--- config.mk ---
export PLATFORM = sky130hd
export DESIGN_NAME = program_counter_stack_flat
export DESIGN_NICKNAME = d
export VERILOG_FILES = /design/src/rtl/program_counter_stack_if.sv /design/src/rtl/program_counter_stack.sv /design/src/flat_wrapper.sv
export SDC_FILE = /design/constraint.sdc
export NUM_CORES = 1
export LEC_CHECK = 0
export ABC_AREA = 1
export CAP_MARGIN = 30
export CELL_PAD_IN_SITES_DETAIL_PLACEMENT = 1
export CELL_PAD_IN_SITES_GLOBAL_PLACEMENT = 2
export CORE_UTILIZATION = 29
export DETAILED_ROUTE_END_ITERATION = 7
export GPL_TIMING_DRIVEN = 0
export PLACE_DENSITY = 0.89
export SLEW_MARGIN = 0
export SYNTH_ARGS = -nofsm -noshare
export SYNTH_HDL_FRONTEND = slang
export SYNTH_SLANG_ARGS = --single-unit
--- constraint.sdc ---
create_clock -name clk -period 2.5 [get_ports clk]
set_clock_uncertainty 0.15 [all_clocks]
set_input_delay 0.5 -clock clk [delete_from_list [all_inputs] [get_ports clk]]
set_output_delay 0.5 -clock clk [all_outputs]
set_load 0.01 [all_outputs]
--- src/rtl/program_counter_stack_if.sv ---
// Control/bus-side signal bundle for the program counter with return stack.
// The control block is the master (drives strobes and the jump target);
// the program counter is the slave (returns pc, bus drive and stack status).
interface program_counter_stack_if #(
  parameter int ADDR_W      = 4,
  parameter int STACK_DEPTH = 4
) ();

  localparam int DEPTH_W = $clog2(STACK_DEPTH + 1);

  logic               cp;
  logic               lp;
  logic               ep;
  logic               call;
  logic               ret;
  logic [ADDR_W-1:0]  load_addr;
  logic [ADDR_W-1:0]  pc;
  logic [ADDR_W-1:0]  bus_out;
  logic               bus_oe;
  logic [DEPTH_W-1:0] depth;
  logic               stack_full;
  logic               stack_empty;
  logic               stack_err;

  modport master (
    output cp, lp, ep, call, ret, load_addr,
    input  pc, bus_out, bus_oe, depth, stack_full, stack_empty, stack_err
  );

  modport slave (
    input  cp, lp, ep, call, ret, load_addr,
    output pc, bus_out, bus_oe, depth, stack_full, stack_empty, stack_err
  );

endinterface

--- src/rtl/program_counter_stack.sv ---
// Program counter with count/load/output-enable controls and a hardware
// return-address stack for CALL/RET. One action per clock edge, chosen by
// fixed priority ret > call > lp > cp > hold. Illegal pushes/pops are
// ignored and latch a sticky error flag that only reset clears.
module program_counter_stack #(
  parameter int              ADDR_W      = 4,
  parameter int              STACK_DEPTH = 4,
  parameter logic [ADDR_W-1:0] RESET_ADDR = '0
) (
  input  logic                   clk,
  input  logic                   rst_n,
  program_counter_stack_if.slave pcs
);

  localparam int DEPTH_W = $clog2(STACK_DEPTH + 1);
  localparam int IDX_W   = (STACK_DEPTH > 1) ? $clog2(STACK_DEPTH) : 1;

  logic [ADDR_W-1:0]  pc_q;
  logic [ADDR_W-1:0]  stack_q [STACK_DEPTH];
  logic [DEPTH_W-1:0] depth_q;
  logic               err_q;

  logic               is_empty;
  logic               is_full;
  logic [ADDR_W-1:0]  pc_inc;
  logic [IDX_W-1:0]   push_idx;
  logic [IDX_W-1:0]   pop_idx;

  logic do_pop;
  logic do_push;
  logic do_load;
  logic do_count;
  logic bad_op;

  assign is_empty = (depth_q == '0);
  assign is_full  = (depth_q == DEPTH_W'(STACK_DEPTH));
  // Return address wraps naturally with the ADDR_W-bit sum.
  assign pc_inc   = pc_q + ADDR_W'(1);
  // push_idx is only used when not full, pop_idx only when not empty,
  // so both always land inside the array.
  assign push_idx = IDX_W'(depth_q);
  assign pop_idx  = IDX_W'(depth_q - DEPTH_W'(1));

  // Priority decode of the strobes into exactly one action per edge.
  always_comb begin
    // NOTE: every output of this block gets a default first, so no path
    // leaves a signal unassigned and no latch is inferred.
    do_pop   = 1'b0;
    do_push  = 1'b0;
    do_load  = 1'b0;
    do_count = 1'b0;
    bad_op   = 1'b0;
    if (pcs.ret) begin
      if (is_empty) bad_op = 1'b1;
      else          do_pop = 1'b1;
    end else if (pcs.call) begin
      if (is_full) bad_op  = 1'b1;
      else         do_push = 1'b1;
    end else if (pcs.lp) begin
      do_load = 1'b1;
    end else if (pcs.cp) begin
      do_count = 1'b1;
    end
  end

  // PC, stack pointer and sticky error register.
  always_ff @(posedge clk or negedge rst_n) begin
    // NOTE: sequential state uses non-blocking assignments so every
    // register samples pre-edge values regardless of statement order.
    if (!rst_n) begin
      pc_q    <= RESET_ADDR;
      depth_q <= '0;
      err_q   <= 1'b0;
    end else begin
      if (do_pop)                pc_q <= stack_q[pop_idx];
      else if (do_push || do_load) pc_q <= pcs.load_addr;
      else if (do_count)         pc_q <= pc_inc;

      if (do_pop)       depth_q <= depth_q - DEPTH_W'(1);
      else if (do_push) depth_q <= depth_q + DEPTH_W'(1);

      if (bad_op) err_q <= 1'b1;
    end
  end

  // Return-address storage; a pop leaves the popped entry untouched.
  always_ff @(posedge clk or negedge rst_n) begin
    // NOTE: the stack array is reset explicitly because its contents must
    // read as zero immediately after reset, which rules out a RAM macro.
    if (!rst_n) begin
      for (int i = 0; i < STACK_DEPTH; i++) stack_q[i] <= '0;
    end else if (do_push) begin
      stack_q[push_idx] <= pc_inc;
    end
  end

  assign pcs.pc          = pc_q;
  assign pcs.bus_out     = pcs.ep ? pc_q : '0;
  assign pcs.bus_oe      = pcs.ep;
  assign pcs.depth       = depth_q;
  assign pcs.stack_full  = is_full;
  assign pcs.stack_empty = is_empty;
  assign pcs.stack_err   = err_q;

endmodule

--- src/flat_wrapper.sv ---
// flat-port wrapper written by rule: the top's interface ports become plain ports
module program_counter_stack_flat 
#(
  parameter int              ADDR_W      = 4,
  parameter int              STACK_DEPTH = 4,
  parameter logic [ADDR_W-1:0] RESET_ADDR = '0
)
  (clk, rst_n, pcs_cp, pcs_lp, pcs_ep, pcs_call, pcs_ret, pcs_load_addr, pcs_pc, pcs_bus_out, pcs_bus_oe, pcs_depth, pcs_stack_full, pcs_stack_empty, pcs_stack_err);
  program_counter_stack_if #(.ADDR_W(ADDR_W), .STACK_DEPTH(STACK_DEPTH)) pcs_i ();
  input  logic clk;
  input  logic rst_n;
  input wire logic [$bits(pcs_i.cp)-1:0] pcs_cp;
  input wire logic [$bits(pcs_i.lp)-1:0] pcs_lp;
  input wire logic [$bits(pcs_i.ep)-1:0] pcs_ep;
  input wire logic [$bits(pcs_i.call)-1:0] pcs_call;
  input wire logic [$bits(pcs_i.ret)-1:0] pcs_ret;
  input wire logic [$bits(pcs_i.load_addr)-1:0] pcs_load_addr;
  output wire logic [$bits(pcs_i.pc)-1:0] pcs_pc;
  output wire logic [$bits(pcs_i.bus_out)-1:0] pcs_bus_out;
  output wire logic [$bits(pcs_i.bus_oe)-1:0] pcs_bus_oe;
  output wire logic [$bits(pcs_i.depth)-1:0] pcs_depth;
  output wire logic [$bits(pcs_i.stack_full)-1:0] pcs_stack_full;
  output wire logic [$bits(pcs_i.stack_empty)-1:0] pcs_stack_empty;
  output wire logic [$bits(pcs_i.stack_err)-1:0] pcs_stack_err;
  assign pcs_i.cp = pcs_cp;
  assign pcs_i.lp = pcs_lp;
  assign pcs_i.ep = pcs_ep;
  assign pcs_i.call = pcs_call;
  assign pcs_i.ret = pcs_ret;
  assign pcs_i.load_addr = pcs_load_addr;
  assign pcs_pc = pcs_i.pc;
  assign pcs_bus_out = pcs_i.bus_out;
  assign pcs_bus_oe = pcs_i.bus_oe;
  assign pcs_depth = pcs_i.depth;
  assign pcs_stack_full = pcs_i.stack_full;
  assign pcs_stack_empty = pcs_i.stack_empty;
  assign pcs_stack_err = pcs_i.stack_err;
  program_counter_stack #(.ADDR_W(ADDR_W), .STACK_DEPTH(STACK_DEPTH), .RESET_ADDR(RESET_ADDR)) u_core (.clk(clk), .rst_n(rst_n), .pcs(pcs_i));
endmodule
Word-level counts from Yosys, hierarchy flattened
Index checks and enable logic that the tools add are counted.
- input bits: 11
- ROM bits: 0
- flip-flop bits (word level): 24
- memories kept: 0
- word-level logic and storage cells: 49
- RAM bits: 0
- output and inout bits: 15
- bits in latches: 0
- muxes and demuxes: 28
- shifts and indexed selects: 0
- reductions and logical operators: 5
- equal/unequal tests: 1
- div/mod/pow operators: 0
- $add $sub $neg: 3
- order comparisons: 3
- bitwise gates (word level): 2
- multipliers: 0
- operators by type and width (operator ; number):
    4-bit 2-to-1 mux ; 7
    16-bit bitwise mux ; 1
    1-bit 2-to-1 mux ; 16
    4-bit binary-select mux with 2-bit select ; 1
    4-bit demux with 2-bit select ; 1
    3-bit >= comparator (second input constant) ; 2
    3-bit 2-to-1 mux ; 2
    2-bit inverter with 3-bit output ; 2
    4-bit by 1-bit adder with 4-bit output (second input constant) ; 1
    3-bit by 1-bit adder with 3-bit output (second input constant) ; 1
    3-bit == test (second input constant) ; 1
    3-bit logical NOT ; 1
    3-bit by 1-bit < comparator with 1-bit output (second input constant) ; 1
    3-bit nonzero test ; 1
    3-bit by 1-bit subtractor with 3-bit output (second input constant) ; 1
    2-bit nonzero test ; 1
    1-bit logical AND ; 1
    1-bit logical OR ; 1

Logic depth before layout (Yosys ltp)
Gate-level depths: netlist (run 1).
- depth after elaboration: 7
- depth in mapped cells: 11

Least setup slack after synthesis (run 1)
Ideal clock, no wire load.
- kind: register -> register
- start: reg u_core.depth_q[0] (netlist: u_core.pcs.depth[0])
- end: reg u_core.stack_q[12] in the netlist's numbering
- setup time: 134 ps
- setup slack: 515 ps
- buffers on the path: 1
- clock period less this slack: 1985 ps
- arrival: 1701 ps
- stages on the path, launching flop included: 10
- path through: dfrtp_1 > buf_4 > clkinv_1 > ha_1 > nand2_1 > nand3_2 > inv_2 > nand2_1 > nand2_1 > o21ai_0
- longest elaborated chain between the ends: 6
- elaborated cells on any way between the ends: 11
- those cells by class: order compare (2); eq/ne (1); mux (6); bitwise (1); reduce/logical (1)
- ends and longest elaborated chain (item ; line ; source):
    from (decl) ; program_counter_stack.sv:20 ; logic [DEPTH_W-1:0] depth_q;
    from (signal assigned) ; program_counter_stack.sv:79 ; if (do_pop) depth_q <= depth_q - DEPTH_W'(1);
    from (signal assigned) ; program_counter_stack.sv:80 ; else if (do_push) depth_q <= depth_q + DEPTH_W'(1);
    2-bit inverter with 3-bit output (implied by the code) ; program_counter_stack.sv:93 ; stack_q[push_idx] <= pc_inc;
    3-bit >= comparator (implied by the code) or 3-bit by 1-bit < comparator with 1-bit output (tied branches) ; program_counter_stack.sv:93 ;
    1-bit logical AND (implied by the code) ; program_counter_stack.sv:93 ;
    4-bit 2-to-1 mux (implied by the code) ; program_counter_stack.sv:93 ;
    4-bit demux with 2-bit select ; program_counter_stack.sv:93 ;
    16-bit bitwise mux ; program_counter_stack.sv:93 ;
    to (signal, indexed assignment) ; program_counter_stack.sv:93 ;
    to (decl) ; program_counter_stack.sv:19 ; logic [ADDR_W-1:0] stack_q [STACK_DEPTH];
Several ways; a longest one is shown, not always the timed one.
A chain may end at the register's enable or synchronous reset.

Final worst setup path (run 1)
- start: reg u_core.pc_q[0] (netlist: u_core.pcs.pc[0])
- end: out pcs_bus_out[0]
- longest elaborated chain between the ends: 1
- ends and longest elaborated chain (item ; line ; source):
    from (decl) ; program_counter_stack.sv:18 ; logic [ADDR_W-1:0] pc_q;
    from (signal assigned) ; program_counter_stack.sv:75 ; if (do_pop) pc_q <= stack_q[pop_idx];
    from (signal assigned) ; program_counter_stack.sv:76 ; else if (do_push || do_load) pc_q <= pcs.load_addr;
    from (signal assigned) ; program_counter_stack.sv:77 ; else if (do_count) pc_q <= pc_inc;
    4-bit 2-to-1 mux ; program_counter_stack.sv:98 ; assign pcs.bus_out = pcs.ep ? pc_q : '0;
    to (decl) ; flat_wrapper.sv:19 ; output wire logic [$bits(pcs_i.bus_out)-1:0] pcs_bus_out;
Every way passes these cells.

==> run_summary.xml, run 1 <==
<?xml version="1.0" encoding="UTF-8"?>
<metrics>
  <group name="status">
    <metric name="run_status" unit="">finished, violations left</metric>
    <metric name="violated_checks" unit="">design-rule violations</metric>
  </group>
  <group name="pwr">
    <metric name="p_leak" unit="uW">0.000968</metric>
    <metric name="max-vdd-ir-drop" unit="V">0.000504</metric>
    <metric name="power_density" unit="nW/um2">1240</metric>
  </group>
  <group name="min_path">
    <metric name="min-delay-path-class" unit="">in -&gt; async</metric>
  </group>
  <group name="route">
    <metric name="drc" unit="">1</metric>
    <metric name="route.vias.total" unit="">1284</metric>
    <metric name="detail-route-antenna-nets" unit="">0</metric>
    <metric name="mean_number_of_vias_per_cell" unit="">4.77</metric>
    <metric name="drt_pre_antenna_iters" unit="">6</metric>
    <metric name="routed_wl" unit="um">3610</metric>
    <metric name="initialDrtViolationCount" unit="">82</metric>
    <metric name="wl_per_cell" unit="um">13.4</metric>
  </group>
  <group name="clocking">
    <metric name="clockBufferDepth" unit="">2</metric>
    <metric name="worst_skew_pair.late_latency" unit="ns">0.27</metric>
    <metric name="clock_sink_count" unit="">24</metric>
    <metric name="cts_made_buffers" unit="">3</metric>
    <metric name="postCtsHoldBufs" unit="">0</metric>
    <metric name="cts_root_buffer" unit="">clkbuf_8</metric>
    <metric name="cts_tree" unit="">yes</metric>
    <metric name="path_clk_slew" unit="ns">0.09</metric>
    <metric name="htreeDepth" unit="">1</metric>
  </group>
  <group name="timing">
    <metric name="post-route-min-period" unit="ns">2.34</metric>
    <metric name="hold_ws" unit="ns">0.326</metric>
    <metric name="final.setup.tns" unit="ns">0</metric>
    <metric name="number_of_setup_violations_in_the_final_report" unit="">0</metric>
    <metric name="rsz0062_at_grt" unit="">false</metric>
    <metric name="report.final.hold_viol_count" unit="">0</metric>
    <metric name="slew_headroom" unit="">0.692</metric>
    <metric name="max_slew.worst_pin.slew" unit="ns">0.461</metric>
    <metric name="finalMaxSlewViolations" unit="">0</metric>
    <metric name="post-route-worst-setup-slack" unit="ns">0.164</metric>
    <metric name="final_min_period_over_clock_period" unit="">0.934</metric>
    <metric name="clock.fmax" unit="GHz">0.428</metric>
  </group>
  <group name="critical_path">
    <metric name="worst-r2r-cell-count" unit="">9</metric>
    <metric name="cp_num_cells" unit="">4</metric>
    <metric name="worst_ep_required_time" unit="ns">1.85</metric>
    <metric name="critical-path-top-delay-family" unit="">buffers and inverters</metric>
    <metric name="worstPathArrival" unit="ns">1.69</metric>
    <metric name="critPathCapture" unit="">pcs_bus_out[0]</metric>
    <metric name="critPathLaunch" unit="">u_core.pcs.pc[0]$_DFFE_PN0P_</metric>
    <metric name="worstSetupEndpointType" unit="">output pin</metric>
    <metric name="worst_setup_start_kind" unit="">flop</metric>
    <metric name="cp_cell_sequence" unit="">clkbuf_1, nand2_1, inv_1, clkdlybuf4s50_1</metric>
    <metric name="critical_path.max_fanout" unit="">9</metric>
    <metric name="reg2reg_from" unit="">u_core.pcs.depth[0]$_DFFE_PN0P_</metric>
    <metric name="rrSetupSlack" unit="ns">0.64</metric>
    <metric name="rr_endpoint" unit="">u_core.pcs.pc[3]$_DFFE_PN0P_</metric>
    <metric name="path_buf_inv" unit="">3</metric>
    <metric name="timing.setup.critical_path_class" unit="">reg -&gt; out</metric>
    <metric name="cp_slowest_cell" unit="">clkdlybuf4s50_1</metric>
    <metric name="worst_path_largest_cell_delay" unit="ns">0.52</metric>
  </group>
  <group name="place">
    <metric name="finalWeightedCongestion" unit="">0.737</metric>
    <metric name="dp_hpwl" unit="um">2710</metric>
    <metric name="port-buffer-count" unit="">25</metric>
    <metric name="pre_cts_ws" unit="ns">-0.132</metric>
  </group>
  <group name="finish">
    <metric name="fillers" unit="">556</metric>
    <metric name="layout-drive-gt1-share" unit="">0.0876</metric>
    <metric name="seqCellArea" unit="um2">601</metric>
    <metric name="antenna_cells" unit="">0</metric>
    <metric name="syn2layout_area_growth" unit="%">31.2</metric>
    <metric name="multiInputGateArea" unit="um2">692</metric>
    <metric name="nets" unit="">235</metric>
  </group>
  <group name="floorplan">
    <metric name="die_height" unit="um">71.3</metric>
    <metric name="io_pins" unit="">26</metric>
    <metric name="initial_utilization" unit="">0.311</metric>
    <metric name="floorplan.die.width" unit="um">71.3</metric>
    <metric name="die-area" unit="um2">5080</metric>
    <metric name="placementRows" unit="">24</metric>
    <metric name="core_area" unit="um2">4470</metric>
  </group>
  <group name="global_route">
    <metric name="antenna_found_initial" unit="">0</metric>
    <metric name="maximum_number_of_pins_on_one_net_before_global_route_repair" unit="">20</metric>
    <metric name="global_route.usage.total" unit="">0.160</metric>
    <metric name="first_pass_grt_wire_length" unit="um">6480</metric>
    <metric name="vias_in_the_first_global_route" unit="">1388</metric>
    <metric name="grt_overflow_total" unit="">0</metric>
  </group>
  <group name="synth">
    <metric name="yosysWarnings" unit="">0</metric>
    <metric name="post_synthesis_average_cell_area" unit="um2">7.49</metric>
    <metric name="yosysTopAreaCell" unit="">dfrtp_1</metric>
    <metric name="netlist_area" unit="um2">1390</metric>
    <metric name="unique_cell_type_count_in_the_yosys_netlist" unit="">19</metric>
    <metric name="post-synth-top-area-fraction" unit="">0.431</metric>
    <metric name="synth.top_cells.by_area" unit="">dfrtp_1 (43%), nand2_1 (20%), nand3_1 (6.5%)</metric>
    <metric name="synthesis.nets" unit="">203</metric>
    <metric name="postSynthCellCount" unit="">186</metric>
    <metric name="number_of_storage_elements_in_the_synthesis_netlist" unit="">24</metric>
    <metric name="synth-seq-area-share" unit="">0.431</metric>
  </group>
  <group name="flow_run">
    <metric name="cap_violations" unit="">0</metric>
  </group>
</metrics>
-- what timing repair did --
item,4_1_cts,5_1_grt
setup endpoints to repair,2,2
gates resized for setup,4,3
setup buffers,1,0
-- cells in the final DEF (no fill, tap or decap) --
master	count
nand2_4	1
dlymetal6s2s_1	2
nand3_1	18
buf_4	4
inv_8	1
clkbuf_8	3
nor2_1	3
or2_2	1
a21oi_1	2
dfrtp_1	24
inv_1	20
ha_1	5
buf_8	1
nand2_1	73
xor2_1	3
clkinv_1	1
nand4_1	9
ha_4	1
bufinv_16	1
o21ai_2	1
clkdlybuf4s50_1	23
o21ai_0	13
inv_2	1
clkbuf_1	1
nand3_2	4
o21ai_1	1
-- worst min path at each step --
stage                                startpoint                               end  slack [ns]  depth (start not counted)
2_1_floorplan                             rst_n   u_core.pcs.depth[0]$_DFFE_PN0P_        0.05                          0
3_3_place_gp   u_core.pcs.stack_err$_DFFE_PN0P_  u_core.pcs.stack_err$_DFFE_PN0P_        0.30                          1
3_5_place_dp     u_core.stack_q[10]$_DFFE_PN0P_    u_core.stack_q[10]$_DFFE_PN0P_        0.31                          2
4_1_cts                                   rst_n     u_core.stack_q[2]$_DFFE_PN0P_        0.33                          1
5_1_grt                                   rst_n     u_core.stack_q[6]$_DFFE_PN0P_        0.34                          1
6_report                                  rst_n     u_core.stack_q[2]$_DFFE_PN0P_        0.33                          1
-- logic make-up (layout without fill, tap and decap cells) --
kind of cell | after synthesis | after routing | synth area share
buffers and inverters | 27 | 58 | 0.0809
adders and majority gates | 6 | 6 | 0.0539
AOI/OAI and AO/OA | 17 | 17 | 0.0638
and+or+nand+nor | 109 | 109 | 0.351
xor gates and xnor gates | 3 | 3 | 0.0189
DFF | 24 | 24 | 0.431
-- layout make-up --
class | instances | share of cell area
clock buffer | 3 | 0.0226
clock inverter | 1 | 0.0164
buffer | 4 | 0.0144
multi-input combinational | 135 | 0.379
sequential | 24 | 0.329
timing repair buffer | 27 | 0.152
inverter | 23 | 0.0514
tap | 52 | 0.0356
-- registers in the layout, summed over array words and instances (netlist names) --
name	flops
u_core.pcs.stack_err	1
u_core.stack_q	16
u_core.pcs.pc	4
u_core.pcs.depth	3
-- through the flow --
| step | std cells | util | power [uW] | area, um2 |
|---|---|---|---|---|
| after global placement | 263 | 0.382 | 1830 | 1710 |
| after detailed placement | 264 | 0.385 | 1870 | 1720 |
| final | 269 | 0.408 | 2260 | 1830 |
| after CTS | 269 | 0.407 | 2290 | 1820 |
| after global routing | 269 | 0.408 | 2480 | 1830 |
| after floorplan | 186 | - | 1410 | 1390 |
-- Yosys cell counts --
master / number
nand2_1: 73
dfrtp_1: 24
inv_1: 20
nand3_1: 18
o21ai_0: 13
nand4_1: 9
ha_1: 6
nand3_2: 4
buf_4: 3
nor2_1: 3
xor2_1: 3
a21oi_1: 2
clkinv_1: 2
clkbuf_1: 1
inv_2: 1
nand2_4: 1
o21ai_1: 1
o21ai_2: 1
or2_2: 1
-- worst register-to-register path, stage by stage, from the launching register on --
cell     delay [ns]
dfrtp_1        0.39
buf_4          0.19
inv_8          0.11
ha_4           0.17
inv_1          0.06
o21ai_2        0.24
buf_4          0.23
nand3_1        0.10
nand2_1        0.07
nand2_1        0.04
-- per-layer routing --
layer | wire length, um | part of all wire | global-route usage
met4 | 33 | 0.0091 | 0.0400
met2 | 1740 | 0.48 | 0.279
met1 | 1750 | 0.48 | 0.213
met3 | 87 | 0.024 | 0.0141
met5 | 0 | 0 | 0
-- where the power goes --
group / internal [uW] / switching [uW]
clock: 214 / 132
sequential: 561 / 139
combinational: 508 / 708
(Power assumes the default switching activity.)
==> run 2, diff against run 1 <==
--- a/config.mk
+++ b/config.mk
@@ -13,7 +13,8 @@
 export DETAILED_ROUTE_END_ITERATION = 7
 export GPL_TIMING_DRIVEN = 0
 export PLACE_DENSITY = 0.89
-export SLEW_MARGIN = 0
+export REMOVE_ABC_BUFFERS = 1
+export SLEW_MARGIN = 20
 export SYNTH_ARGS = -nofsm -noshare
 export SYNTH_HDL_FRONTEND = slang
 export SYNTH_SLANG_ARGS = --single-unit
==> run 2 against run 1 <==
Effect of this change:
- the flow still finishes with violations (design-rule violations)
- routed wire length is 3.2% lower
- critical path depth is 1 higher
- flip-flop and latch count stayed put
- worst hold slack worse by 0.27 ns
- final cell count is 1.9% lower
- largest cell class unchanged
- largest power group unchanged
==> run_summary.xml, run 2 (synthesized netlist as in run 1, its figures left out) <==
<?xml version="1.0" encoding="UTF-8"?>
<metrics>
  <group name="critical_path">
    <metric name="worst_setup_start_kind" unit="">flop</metric>
    <metric name="worst_path_most_repeated_cell" unit="">inv_1</metric>
    <metric name="worstSetupEndpointType" unit="">output pin</metric>
    <metric name="cp_cell_sequence" unit="">inv_1, ha_4, inv_1, nor2_1, clkdlybuf4s50_1</metric>
    <metric name="worst_path_largest_cell_delay" unit="ns">0.54</metric>
    <metric name="critPathLaunch" unit="">u_core.pcs.depth[1]$_DFFE_PN0P_</metric>
    <metric name="worst_ep_required_time" unit="ns">1.85</metric>
    <metric name="worst-r2r-cell-count" unit="">10</metric>
    <metric name="worstPathArrival" unit="ns">1.74</metric>
    <metric name="rr_endpoint" unit="">u_core.pcs.pc[0]$_DFFE_PN0P_</metric>
    <metric name="rrSetupSlack" unit="ns">0.44</metric>
    <metric name="critical_path.max_fanout" unit="">5</metric>
    <metric name="critPathCapture" unit="">pcs_stack_empty</metric>
    <metric name="cp_slowest_cell" unit="">clkdlybuf4s50_1</metric>
    <metric name="reg2reg_from" unit="">u_core.pcs.depth[1]$_DFFE_PN0P_</metric>
    <metric name="timing.setup.critical_path_class" unit="">reg -&gt; out</metric>
  </group>
  <group name="clocking">
    <metric name="htreeDepth" unit="">1</metric>
    <metric name="postCtsHoldBufs" unit="">0</metric>
    <metric name="worst_skew_pair.late_latency" unit="ns">0.27</metric>
    <metric name="cts_root_buffer" unit="">clkbuf_8</metric>
    <metric name="cts_tree" unit="">yes</metric>
    <metric name="clock_sink_count" unit="">24</metric>
    <metric name="clockBufferDepth" unit="">2</metric>
    <metric name="cts_made_buffers" unit="">3</metric>
    <metric name="path_clk_slew" unit="ns">0.09</metric>
  </group>
  <group name="place">
    <metric name="placement.cell_area" unit="um2">1680</metric>
    <metric name="finalWeightedCongestion" unit="">0.763</metric>
    <metric name="dp_hpwl" unit="um">2620</metric>
    <metric name="place.detailed.instances" unit="">259</metric>
    <metric name="port-buffer-count" unit="">25</metric>
    <metric name="pre_cts_ws" unit="ns">-0.325</metric>
  </group>
  <group name="route">
    <metric name="wl_per_cell" unit="um">13.2</metric>
    <metric name="detail-route-antenna-nets" unit="">0</metric>
    <metric name="drt_pre_antenna_iters" unit="">6</metric>
    <metric name="drc" unit="">1</metric>
    <metric name="mean_number_of_vias_per_cell" unit="">4.82</metric>
    <metric name="routed_wl" unit="um">3500</metric>
    <metric name="initialDrtViolationCount" unit="">31</metric>
    <metric name="route.vias.total" unit="">1273</metric>
  </group>
  <group name="global_route">
    <metric name="vias_in_the_first_global_route" unit="">1284</metric>
    <metric name="maximum_number_of_pins_on_one_net_before_global_route_repair" unit="">25</metric>
    <metric name="antenna_found_initial" unit="">0</metric>
    <metric name="first_pass_grt_wire_length" unit="um">6020</metric>
    <metric name="global_route.usage.total" unit="">0.151</metric>
    <metric name="grt_overflow_total" unit="">0</metric>
  </group>
  <group name="finish">
    <metric name="leading_cell_type_in_the_layout_fill_and_taps_excluded" unit="">nand2_1</metric>
    <metric name="regMostFlops" unit="">u_core.stack_q</metric>
    <metric name="antenna_cells" unit="">0</metric>
    <metric name="leading_cell_types_in_the_layout_fill_and_taps_excluded" unit="">nand2_1 (73), clkdlybuf4s50_1 (24), dfrtp_1 (23), inv_1 (20), nand3_1 (18)</metric>
    <metric name="syn2layout_area_growth" unit="%">26.1</metric>
    <metric name="layout_cells_excl_fill" unit="">264</metric>
    <metric name="design_area" unit="um2">1760</metric>
    <metric name="largest_register_ffs" unit="">16</metric>
    <metric name="layout-drive-gt1-share" unit="">0.0802</metric>
    <metric name="nets" unit="">230</metric>
  </group>
  <group name="floorplan">
    <metric name="initial_utilization" unit="">0.311</metric>
    <metric name="die-area" unit="um2">5080</metric>
    <metric name="placementRows" unit="">24</metric>
    <metric name="io_pins" unit="">26</metric>
    <metric name="core_area" unit="um2">4470</metric>
    <metric name="die_height" unit="um">71.3</metric>
    <metric name="floorplan.die.width" unit="um">71.3</metric>
  </group>
  <group name="min_path">
    <metric name="min-delay-path-class" unit="">in -&gt; async</metric>
  </group>
  <group name="timing">
    <metric name="clock.fmax" unit="GHz">0.419</metric>
    <metric name="max_slew.worst_pin.slew" unit="ns">0.606</metric>
    <metric name="rsz0062_at_grt" unit="">false</metric>
    <metric name="number_of_setup_violations_in_the_final_report" unit="">0</metric>
    <metric name="final_min_period_over_clock_period" unit="">0.955</metric>
    <metric name="post-route-worst-setup-slack" unit="ns">0.113</metric>
    <metric name="slew_headroom" unit="">0.596</metric>
    <metric name="final.setup.tns" unit="ns">0</metric>
    <metric name="post-route-min-period" unit="ns">2.39</metric>
    <metric name="finalMaxSlewViolations" unit="">0</metric>
    <metric name="report.final.hold_viol_count" unit="">0</metric>
  </group>
  <group name="pwr">
    <metric name="p_leak" unit="uW">0.000902</metric>
    <metric name="max-vdd-ir-drop" unit="V">0.000682</metric>
    <metric name="power_density" unit="nW/um2">1210</metric>
    <metric name="report.power.total" unit="uW">2130</metric>
  </group>
  <group name="status">
    <metric name="run_status" unit="">finished, violations left</metric>
    <metric name="violated_checks" unit="">design-rule violations</metric>
  </group>
  <group name="flow_run">
    <metric name="cap_violations" unit="">0</metric>
  </group>
</metrics>
## run 2: through the flow
| stage | hold slack [ns] | utilization |
|---|---|---|
| after floorplan | 0.0544 | - |
| after global placement | 0.299 | 0.376 |
| after detailed placement | 0.308 | 0.375 |
| after CTS | 0.0808 | 0.390 |
| after global routing | 0.103 | 0.392 |
| final | 0.0583 | 0.392 |
## run 2: repair_timing
| action | in CTS | in global routing |
|---|---|---|
| resized for setup | 3 | 2 |
| pin swaps | 0 | 0 |
| endpoints found under the setup margin | 20 | 2 |
| setup buffers | 1 | 0 |
## run 2: worst min-delay path by stage
stage                                                start                                to  slack [ns]  cells past startpoint
final                                                rst_n   u_core.pcs.depth[2]$_DFFE_PN0P_        0.06                      1
after global routing                                 rst_n   u_core.pcs.depth[2]$_DFFE_PN0P_        0.10                      1
after CTS                                            rst_n   u_core.pcs.depth[2]$_DFFE_PN0P_        0.08                      1
after detailed placement     u_core.stack_q[2]$_DFFE_PN0P_     u_core.stack_q[2]$_DFFE_PN0P_        0.31                      2
after global placement    u_core.pcs.stack_err$_DFFE_PN0P_  u_core.pcs.stack_err$_DFFE_PN0P_        0.30                      1
after floorplan                                      rst_n   u_core.pcs.depth[0]$_DFFE_PN0P_        0.05                      0
## run 2: critical path, delay by kind of cell, from the launching register on
family,cells,cell delay [ns]
fa+ha+maj,1,0.19
buf+inv,3,0.78
flops,1,0.42
simple gates,1,0.09
## run 2: cell type report
type	count	area, um2
Multi-Input combinational cell	135	692
Tap cell	52	65.1
Clock buffer	4	55.1
Inverter	23	88.8
Fill cell	553	2720
Timing Repair Buffer	26	253
Sequential cell	24	602
## run 2: where the power goes
group          leakage [uW]  switching (uW)  internal, uW
Combinational      0.000580             649           485
Sequential         0.000293             162           562
Clock             0.0000288             130           141
Total              0.000902             941          1190
## run 2: layer usage
metal	global-route usage	vias to the layer above	wire length (um)
met3	0.0169	2	82
met4	0.0600	0	38
li1	-	647	-
met2	0.250	19	1640
met5	0	-	0
met1	0.203	605	1740
==> run 3, diff against run 2 <==
--- a/config.mk
+++ b/config.mk
@@ -11,9 +11,9 @@
 export CELL_PAD_IN_SITES_GLOBAL_PLACEMENT = 2
 export CORE_UTILIZATION = 29
 export DETAILED_ROUTE_END_ITERATION = 7
-export GPL_TIMING_DRIVEN = 0
 export PLACE_DENSITY = 0.89
 export REMOVE_ABC_BUFFERS = 1
+export SKIP_CTS_REPAIR_TIMING = 1
 export SLEW_MARGIN = 20
 export SYNTH_ARGS = -nofsm -noshare
 export SYNTH_HDL_FRONTEND = slang
==> run 3 against run 2 <==
Effect of this change:
- the flow still finishes with violations (design-rule violations)
- via count grew 4.1%
- largest power group unchanged
- critical path depth unchanged
- sequential share of layout area fell by 0.97 points
- flip-flop and latch count unchanged
- sequential power decreased by 1%
- routed wire length up 3.2%
- register-to-register slack better by 0.26 ns
- maximum frequency up 0.22%
- non-clock buffer count increased by 4
- clock-buffer cell count decreased by 1
==> run_summary.xml, run 3 (synthesized netlist as in run 1, its figures left out) <==
<?xml version="1.0" encoding="UTF-8"?>
<metrics>
  <group name="status">
    <metric name="run_status" unit="">finished, violations left</metric>
    <metric name="violated_checks" unit="">design-rule violations</metric>
  </group>
  <group name="critical_path">
    <metric name="critical_path.max_fanout" unit="">5</metric>
    <metric name="reg2reg_from" unit="">u_core.pcs.depth[1]$_DFFE_PN0P_</metric>
    <metric name="rrSetupSlack" unit="ns">0.70</metric>
    <metric name="worst_setup_start_kind" unit="">flop</metric>
    <metric name="worstPathArrival" unit="ns">1.73</metric>
    <metric name="worst_ep_required_time" unit="ns">1.85</metric>
    <metric name="rr_endpoint" unit="">u_core.pcs.pc[2]$_DFFE_PN0P_</metric>
    <metric name="worst-r2r-cell-count" unit="">8</metric>
    <metric name="timing.setup.critical_path_class" unit="">reg -&gt; out</metric>
    <metric name="worstSetupEndpointType" unit="">output pin</metric>
  </group>
  <group name="pwr">
    <metric name="max-vdd-ir-drop" unit="V">0.000477</metric>
    <metric name="power_density" unit="nW/um2">1250</metric>
    <metric name="p_leak" unit="uW">0.000926</metric>
  </group>
  <group name="finish">
    <metric name="regMostFlops" unit="">u_core.stack_q</metric>
    <metric name="largest_register_ffs" unit="">16</metric>
    <metric name="fillers" unit="">563</metric>
    <metric name="layout-drive-gt1-share" unit="">0.0833</metric>
    <metric name="syn2layout_area_growth" unit="%">29.5</metric>
    <metric name="antenna_cells" unit="">0</metric>
    <metric name="leading_cell_types_in_the_layout_fill_and_taps_excluded" unit="">nand2_1 (73), clkdlybuf4s50_1 (25), dfrtp_1 (24), inv_1 (20), nand3_1 (18)</metric>
    <metric name="leading_cell_type_in_the_layout_fill_and_taps_excluded" unit="">nand2_1</metric>
    <metric name="layout.core_utilization" unit="">0.403</metric>
    <metric name="nets" unit="">234</metric>
  </group>
  <group name="min_path">
    <metric name="min-delay-path-class" unit="">reg -&gt; reg</metric>
    <metric name="min_from" unit="">u_core.stack_q[6]$_DFFE_PN0P_</metric>
    <metric name="hold_depth" unit="">2</metric>
    <metric name="min_to" unit="">u_core.stack_q[6]$_DFFE_PN0P_</metric>
  </group>
  <group name="global_route">
    <metric name="grt_overflow_total" unit="">0</metric>
    <metric name="vias_in_the_first_global_route" unit="">1274</metric>
    <metric name="antenna_found_initial" unit="">0</metric>
    <metric name="first_pass_grt_wire_length" unit="um">6060</metric>
    <metric name="maximum_number_of_pins_on_one_net_before_global_route_repair" unit="">25</metric>
    <metric name="global_route.usage.total" unit="">0.152</metric>
  </group>
  <group name="clocking">
    <metric name="worst_skew_pair.late_latency" unit="ns">0.28</metric>
    <metric name="clockBufferDepth" unit="">2</metric>
    <metric name="path_clk_slew" unit="ns">0.09</metric>
    <metric name="cts_tree" unit="">yes</metric>
    <metric name="clock_sink_count" unit="">24</metric>
    <metric name="cts_made_buffers" unit="">3</metric>
    <metric name="cts_root_buffer" unit="">clkbuf_8</metric>
    <metric name="htreeDepth" unit="">1</metric>
  </group>
  <group name="timing">
    <metric name="report.final.hold_viol_count" unit="">0</metric>
    <metric name="post-route-min-period" unit="ns">2.38</metric>
    <metric name="final_min_period_over_clock_period" unit="">0.953</metric>
    <metric name="finalMaxSlewViolations" unit="">0</metric>
    <metric name="rsz0062_at_grt" unit="">false</metric>
    <metric name="clock.fmax" unit="GHz">0.420</metric>
    <metric name="max_slew.worst_pin.slew" unit="ns">0.427</metric>
    <metric name="slew_headroom" unit="">0.714</metric>
    <metric name="number_of_setup_violations_in_the_final_report" unit="">0</metric>
    <metric name="final.setup.tns" unit="ns">0</metric>
  </group>
  <group name="floorplan">
    <metric name="placementRows" unit="">24</metric>
    <metric name="core_area" unit="um2">4470</metric>
    <metric name="die_height" unit="um">71.3</metric>
    <metric name="floorplan.die.width" unit="um">71.3</metric>
    <metric name="die-area" unit="um2">5080</metric>
    <metric name="io_pins" unit="">26</metric>
    <metric name="initial_utilization" unit="">0.311</metric>
  </group>
  <group name="place">
    <metric name="dp_hpwl" unit="um">2750</metric>
    <metric name="port-buffer-count" unit="">25</metric>
    <metric name="finalWeightedCongestion" unit="">0.751</metric>
  </group>
  <group name="route">
    <metric name="wl_per_cell" unit="um">13.5</metric>
    <metric name="drt_pre_antenna_iters" unit="">6</metric>
    <metric name="routed_wl" unit="um">3610</metric>
    <metric name="route.vias.total" unit="">1325</metric>
    <metric name="drc" unit="">1</metric>
    <metric name="mean_number_of_vias_per_cell" unit="">4.94</metric>
    <metric name="initialDrtViolationCount" unit="">64</metric>
    <metric name="detail-route-antenna-nets" unit="">0</metric>
  </group>
  <group name="flow_run">
    <metric name="cap_violations" unit="">0</metric>
  </group>
</metrics>
==> run 3: changes by cell type in the layout (fill, tap and decap cells not counted) <==
cell	change
buf_2	-1
buf_4	+4
bufinv_16	+1
clkbuf_8	-1
clkdlybuf4s50_1	+1
clkinv_1	+1
dfrtp_1	+1
dfrtp_2	-1
inv_4	-1
==> run 3: area by class of cell <==
| class | count | area [um2] | area share |
|---|---|---|---|
| multi-input cells | 135 | 692 | 0.384 |
| flip-flops and latches | 24 | 601 | 0.333 |
| repair buffers | 30 | 288 | 0.160 |
| inverters | 23 | 86.3 | 0.0479 |
| well taps | 52 | 65.1 | 0.0361 |
| clock buffers | 3 | 41.3 | 0.0229 |
| clock inverters | 1 | 30.0 | 0.0167 |
==> run 3: per-layer routing <==
metal | vias up | share of wire | GRT usage
met5 | - | 0 | 0
met4 | 0 | 0.014 | 0.0533
met3 | 4 | 0.027 | 0.0141
met2 | 33 | 0.47 | 0.249
met1 | 635 | 0.49 | 0.211
li1 | 653 | - | -
==> run 3: worst max-delay path by stage <==
stage | start | end | slack, ns | cells past startpoint
finish | u_core.pcs.depth[1]$_DFFE_PN0P_ | pcs_stack_empty | 0.12 | 5
global route | u_core.pcs.depth[1]$_DFFE_PN0P_ | pcs_stack_full | 0.04 | 5
CTS | u_core.pcs.depth[1]$_DFFE_PN0P_ | pcs_stack_empty | 0.02 | 5
detailed placement | pcs_ep | pcs_bus_out[3] | 0.16 | 4
global placement | pcs_ep | pcs_bus_out[0] | 0.18 | 4
floorplan | u_core.pcs.depth[0]$_DFFE_PN0P_ | u_core.pcs.stack_err$_DFFE_PN0P_ | 0.35 | 7
==> run 3: critical path: stages (launching register included) <==
cell and delay (ns):
dfrtp_1 0.42, inv_1 0.16, ha_4 0.18, inv_1 0.06
nor2_1 0.09, clkdlybuf4s50_1 0.54
==> run 3: metrics by stage <==
stage	hold WS, ns	total power [uW]	cells	setup slack (ns)	instance area (um2)
after floorplan	0.0544	1390	182	0.347	1370
after global placement	0.300	1850	264	0.178	1720
after detailed placement	0.308	1890	264	0.163	1720
after CTS	0.330	2240	268	0.0157	1790
after global routing	0.353	2460	268	0.0391	1800
final	0.330	2250	268	0.118	1800
==> run 3: power breakdown <==
group | internal, uW | switching (uW)
Combinational | 511 | 678
Clock | 215 | 138
Sequential | 561 | 153
Total | 1290 | 969
